[src/rtl/ualink_port_arbiter.sv]
// Purpose : packet-granular round-robin arbiter for the ualink_turbo64 AXI-Stream slave ports.
// Latency : request-to-grant 1 clk; op_valid/op_write/op_read registered 1 clk after the header beat.
// Backpr. : s_tready = grant & m_tready (combinational); grant is held until tlast, no preemption.
//
// Ports:
//   clk, reset           clock, synchronous active-high reset
//   s_tvalid, s_tlast    per-port stream handshake/last flags (NUM_PORTS wide)
//   s_opcode             per-port header tdata[15:8], port p at [8p+7:8p]
//   s_tready             per-port ready, only the granted port follows m_tready
//   m_tready             ready of the shared output/ualink_dpmem path
//   grant, grant_idx     registered one-hot grant and its binary index
//   busy                 a packet is in flight
//   op_valid             one-cycle pulse when the granted packet's opcode is captured
//   op_write, op_read    decoded captured opcode, held until the next capture
//   timeout_err          sticky forced-release flag
//
// Optional feature: define UALINK_ARB_TIMEOUT_EN to release a grant whose port stalls for
// TIMEOUT cycles without an accepted beat. Without it the grant is held indefinitely and
// timeout_err is tied low.
module ualink_port_arbiter #(
    parameter int         NUM_PORTS = 5,
    parameter int         IDX_W     = 3,
    parameter logic [7:0] WR_OPCODE = 8'hFE,
    parameter logic [7:0] RD_OPCODE = 8'hFF,
    parameter int         TIMEOUT   = 64
) (
    input  logic                   clk,
    input  logic                   reset,
    input  logic [NUM_PORTS-1:0]   s_tvalid,
    input  logic [NUM_PORTS-1:0]   s_tlast,
    input  logic [NUM_PORTS*8-1:0] s_opcode,
    output logic [NUM_PORTS-1:0]   s_tready,
    input  logic                   m_tready,
    output logic [NUM_PORTS-1:0]   grant,
    output logic [IDX_W-1:0]       grant_idx,
    output logic                   busy,
    output logic                   op_valid,
    output logic                   op_write,
    output logic                   op_read,
    output logic                   timeout_err
);

    // Elaboration-time parameter sanity checks.
    if (NUM_PORTS < 2 || NUM_PORTS > 8) begin : g_bad_num_ports
        $error("ualink_port_arbiter: NUM_PORTS must be 2..8");
    end
    if ((2 ** IDX_W) < NUM_PORTS) begin : g_bad_idx_w
        $error("ualink_port_arbiter: IDX_W too narrow for NUM_PORTS");
    end
    if (TIMEOUT < 1 || TIMEOUT > 255) begin : g_bad_timeout
        $error("ualink_port_arbiter: TIMEOUT must fit the 8-bit idle counter");
    end

    typedef enum logic [1:0] {
        S_IDLE  = 2'd0,
        S_HDR   = 2'd1,
        S_BURST = 2'd2
    } state_t;

    state_t               state_q, state_d;
    logic [NUM_PORTS-1:0] grant_q, grant_d;
    logic [IDX_W-1:0]     idx_q, idx_d;
    logic [IDX_W-1:0]     ptr_q, ptr_d;
    logic                 op_valid_q, op_valid_d;
    logic                 op_write_q, op_write_d;
    logic                 op_read_q, op_read_d;

    logic                 busy_w;
    logic                 beat;
    logic                 last_sel;
    logic [7:0]           hdr_op;
    logic                 win_found;
    logic [IDX_W-1:0]     win_idx;
    int                   cand;
    logic                 timeout_hit;

    assign busy_w   = (state_q != S_IDLE);
    // grant_q is zero in IDLE, so masking by it both selects the owner and blocks idle beats.
    assign s_tready = grant_q & {NUM_PORTS{m_tready}};
    assign beat     = busy_w & m_tready & (|(s_tvalid & grant_q));
    assign last_sel = |(s_tlast & grant_q);

    // Opcode byte of the granted port.
    always_comb begin
        hdr_op = '0;
        for (int p = 0; p < NUM_PORTS; p++) begin
            if (grant_q[p]) begin
                hdr_op = s_opcode[8*p +: 8];
            end
        end
    end

    // Round-robin search: first requester after the last winner, wrapping.
    always_comb begin
        win_found = 1'b0;
        win_idx   = '0;
        cand      = 0;
        for (int i = 1; i <= NUM_PORTS; i++) begin
            cand = (int'(ptr_q) + i) % NUM_PORTS;
            if (!win_found && s_tvalid[cand]) begin
                win_found = 1'b1;
                win_idx   = IDX_W'(cand);
            end
        end
    end

    always_comb begin
        state_d    = state_q;
        grant_d    = grant_q;
        idx_d      = idx_q;
        ptr_d      = ptr_q;
        op_valid_d = 1'b0;
        op_write_d = op_write_q;
        op_read_d  = op_read_q;

        case (state_q)
            S_IDLE: begin
                if (win_found) begin
                    grant_d = NUM_PORTS'(1) << win_idx;
                    idx_d   = win_idx;
                    ptr_d   = win_idx;
                    state_d = S_HDR;
                end
            end
            S_HDR: begin
                if (beat) begin
                    op_valid_d = 1'b1;
                    op_write_d = (hdr_op == WR_OPCODE);
                    op_read_d  = (hdr_op == RD_OPCODE);
                    state_d    = last_sel ? S_IDLE : S_BURST;
                end
            end
            S_BURST: begin
                if (beat && last_sel) begin
                    state_d = S_IDLE;
                end
            end
            default: begin
                state_d = S_IDLE;
            end
        endcase

        // Forced release; ptr already points at the stalled port, so the next
        // search naturally starts past it.
        if (timeout_hit) begin
            state_d = S_IDLE;
        end

        if (state_d == S_IDLE) begin
            grant_d = '0;
        end
    end

    always_ff @(posedge clk) begin
        if (reset) begin
            state_q    <= S_IDLE;
            grant_q    <= '0;
            idx_q      <= '0;
            ptr_q      <= IDX_W'(NUM_PORTS - 1);
            op_valid_q <= 1'b0;
            op_write_q <= 1'b0;
            op_read_q  <= 1'b0;
        end else begin
            state_q    <= state_d;
            grant_q    <= grant_d;
            idx_q      <= idx_d;
            ptr_q      <= ptr_d;
            op_valid_q <= op_valid_d;
            op_write_q <= op_write_d;
            op_read_q  <= op_read_d;
        end
    end

`ifdef UALINK_ARB_TIMEOUT_EN
    logic [7:0] to_cnt_q, to_cnt_d;
    logic       to_err_q;

    // Counts consecutive in-packet cycles without an accepted beat.
    always_comb begin
        to_cnt_d = to_cnt_q + 8'd1;
        if (!busy_w || beat) begin
            to_cnt_d = '0;
        end
    end

    assign timeout_hit = busy_w & ~beat & (to_cnt_q == 8'(TIMEOUT - 1));

    always_ff @(posedge clk) begin
        if (reset) begin
            to_cnt_q <= '0;
            to_err_q <= 1'b0;
        end else begin
            to_cnt_q <= to_cnt_d;
            to_err_q <= to_err_q | timeout_hit;
        end
    end

    assign timeout_err = to_err_q;
`else
    assign timeout_hit = 1'b0;
    assign timeout_err = 1'b0;
`endif

    assign grant     = grant_q;
    assign grant_idx = idx_q;
    assign busy      = busy_w;
    assign op_valid  = op_valid_q;
    assign op_write  = op_write_q;
    assign op_read   = op_read_q;

endmodule

[config.mk]
export PLATFORM = sky130hd
export DESIGN_NAME = ualink_port_arbiter
export DESIGN_NICKNAME = d
export VERILOG_FILES = /design/src/rtl/ualink_port_arbiter.sv
export SDC_FILE = /design/constraint.sdc
export NUM_CORES = 1
export LEC_CHECK = 0
export CORE_MARGIN = 10
export CORE_UTILIZATION = 50
export CTS_CLUSTER_DIAMETER = 150
export DETAILED_ROUTE_END_ITERATION = 16
export GPL_ROUTABILITY_DRIVEN = 1
export HOLD_SLACK_MARGIN = 0.08
export MAX_ROUTING_LAYER = met4
export PLACE_DENSITY = 0.86
export RECOVER_POWER = 50
export SYNTH_ARGS = -nofsm -noshare
export SYNTH_HDL_FRONTEND = slang
export SYNTH_SLANG_ARGS = --single-unit
[constraint.sdc]
create_clock -name clk -period 5.44 [get_ports clk]
set_clock_uncertainty 0.2 [all_clocks]
set_input_delay 1.36 -clock clk [delete_from_list [all_inputs] [get_ports clk]]
set_output_delay 1.36 -clock clk [all_outputs]
set_load 0.01 [all_outputs]
==> metrics.cfg <==
[clock_network]
htreeDepth = 1
path_clk_slew_ps = 50
cts.path.max_buffers = 2
clockRootBuffer = clkbuf_8
cts_inserted_buffers = 3
ctsHoldBuffers = 0
cts_tree = built
cts.sinks = 14
clk_latency_ps = 240

[setup_path]
startpoint_type = register
r2r_cells = 17
worstPathMaxFanout = 12
r2r_start = grant_idx[1]
worst_setup_path_end_kind = register
crit_arrival_ps = 5060
r2r_end = grant[1]
critical_path_class = reg2reg
cp.required_ps = 5360
reg2reg_slack_ps = 300
crit_start = grant_idx[1]

[power_and_ir_drop]
p_clk_share_pct = 3.6
power_switching_w = 0.00122
power_frac_seq_pct = 7.6
power_w = 0.00227
vdd_ir_drop_max_uv = 498
pwr-share-comb_pct = 88.7
p_int_w = 0.00104
power_density_mw_per_mm2 = 651
swShare_pct = 54.0
p_leak_nw = 1.38

[hold_path]
holdPathEnd = grant_idx[2]
hold_path_depth = 2
worstHoldPathType = reg2reg
worstHoldStart = grant_idx[2]

[detailed_routing]
drt-initial-drc-count = 246
antenna_left = 0
drcViolationCount = 0
wl_per_cell_um = 18.0
drtPass1Iterations = 5
vias = 3032
wl_met1_um = 3560
wl_met2_um = 4530
dr.max_layer_used = met4
wl_met3_um = 482
routed_wl_um = 8780
viasPerCell = 6.21

[grt]
grt-ovfl-total = 0
grt_pass1_wl_um = 14000
grt_max_degree = 25
grt_pass1_vias = 2942
antenna_found_initial = 0
track_usage_pct = 19.5

[logic_synthesis]
synth_cell_types = 83
synth_seq_cells = 14
syn-num-nets = 442
yosys_warnings = 0
yosys.area_share.xor_xnor_pct = 4.19
ys.flop_type = dfxtp_1
synth_top_area_cell = ha_1
synth_top_area_share_pct = 12.0
synthArstFlopShare_pct = 0
synth-adder-area-share_pct = 13.1
synth_top_family_by_area = simple AND/OR/NAND/NOR gates
synth-compound-area-share_pct = 30.0
syn_area_per_cell_um2 = 7.51
synth.top_cells.by_area = ha_1 (12%), dfxtp_1 (10%), nand2_1 (4.3%), nor2_1 (4.3%), inv_1 (3.0%)
synth_edf_count = 0
ys_seq_area_share_pct = 10.3
syn_area_mm2 = 0.00272
synth_simple_gate_area_share_pct = 30.7
yosys-top-cells-count = nand2_1 (31), nor2_1 (31), ha_1 (26), inv_1 (22)
synth_cells = 362
yosys-mux-area-fraction_pct = 3.91

[timing]
period_needed_ps = 5140
finalHoldViolations = 0
drv_slew = 0
setup_ws_ps = 301
worst_pin_slew_ps = 632
fmax_mhz = 195
setup_viol = 0
fin_crit_sh_pct = 94.5
slew_headroom_pct = 57.5

[place]
dp_worst_setup_slack_ps = 117
gp_congestion = 1.03
place_hpwl_um = 6980
portBuffers = 69

[cells_and_area]
layout-drive-gt1-share_pct = 10.0
nFillCells = 436
area_growth_pct = 28.1
antenna_cells = 0
nNetsFinal = 500

[floorplan]
core_area_mm2 = 0.00520
core.rowCount = 26
dieWidth_um = 93.7
die_y_um = 93.7
ios = 71
initial_core_util_pct = 52.2
die_area_mm2 = 0.00879

[job]
max-cap-violations = 0

[outcome]
status = complete, no violations

[stage by stage]
step                setup TNS [ps]  area [um2]  cells  util, %  hold slack [ps]
floorplan                        0        2720    362        -              316
global placement                 0        3420    485     65.8              290
detailed placement               0        3420    485     65.8              299
CTS                              0        3460    488     66.6              310
global route                  -161        3480    488     66.9              329
finish                           0        3480    488     66.9              303
[worst max path at each step]
stage	cells past startpoint	end	slack [ps]
after floorplan	17	grant[0]	890
after global placement	17	ptr_q[2]	180
after detailed placement	17	ptr_q[2]	120
after CTS	17	ptr_q[2]	80
after global routing	17	grant[1]	-60
final	17	grant[1]	300
[worst max-delay path: stages, from the launching register on]
cell and delay, ps:
dfxtp_2 490, inv_1 240, ha_1 540, o21a_1 300, a21oi_1 80, xnor2_1 260, ha_1 220, fa_1 170
a21bo_2 270, o311ai_0 520, a2111oi_2 190, nor2_1 210, o21ai_0 140, a21oi_2 170, nor3b_4 370, nor3b_4 300
a2bb2oi_2 110, a22o_1 230
[routing by layer]
| metal | global-route usage [%] | vias to the layer above |
|---|---|---|
| met5 | - | - |
| met1 | 24.1 | 1426 |
| met2 | 32.8 | 118 |
| li1 | - | 1465 |
| met4 | 6.08 | 0 |
| met3 | 1.36 | 23 |
[cell type report]
type                            instances  area (um2)  share of cell area [%]
Clock buffer                            3        41.3                    1.19
Inverter                               24        90.1                    2.59
Multi-Input combinational cell        302        2250                    64.5
Sequential cell                        14         282                    8.08
Tap cell                               70        87.6                    2.51
Timing Repair Buffer                   75         736                    21.1
[power groups by stage]
stage	clock (W)	combinational, W	sequential, W
after detailed placement	0	0.00193	0.000173
after global routing	0.0000863	0.00220	0.000178
final	0.0000820	0.00201	0.000173
after floorplan	0	0.00155	0.000165
after CTS	0.0000817	0.00195	0.000172
after global placement	0	0.00188	0.000172
[cells by family (layout without fill, tap and decap cells)]
group                      after synthesis  in the layout
AOI/OAI and AO/OA                      102            102
xor gates and xnor gates                10             10
adders and majority gates               28             28
buffers and inverters                   46            102
DFF                                     14             14
muxes                                    9              9
other                                    1              1
and+or+nand+nor                        152            152
[placed cells by master, fill, tap and decap left out, drive strengths merged, types with 9 or more instances in the layout]
| cell | n |
|---|---|
| nand3 | 9 |
| ha | 26 |
| nand2 | 31 |
| inv | 23 |
| o21ai | 11 |
| a21oi | 19 |
| nor3 | 17 |
| dlygate4sd3 | 12 |
| xnor2 | 9 |
| nor2 | 31 |
| clkdlybuf4s50 | 57 |
| nand4 | 12 |
| dfxtp | 14 |
[state kept, by name (all words and copies together) (netlist names)]
name and count:
op_read 1, grant_idx 3, ptr_q 1, op_valid 1, state_q 2, op_write 1
grant 5
[timing repair]
item                       4_1_cts  5_1_grt
gates resized for setup          0        5
setup endpoints to repair        0       10
setup buffers                    0        0
hold endpoints to repair         0        0
Power figures use the tool's default switching activity.
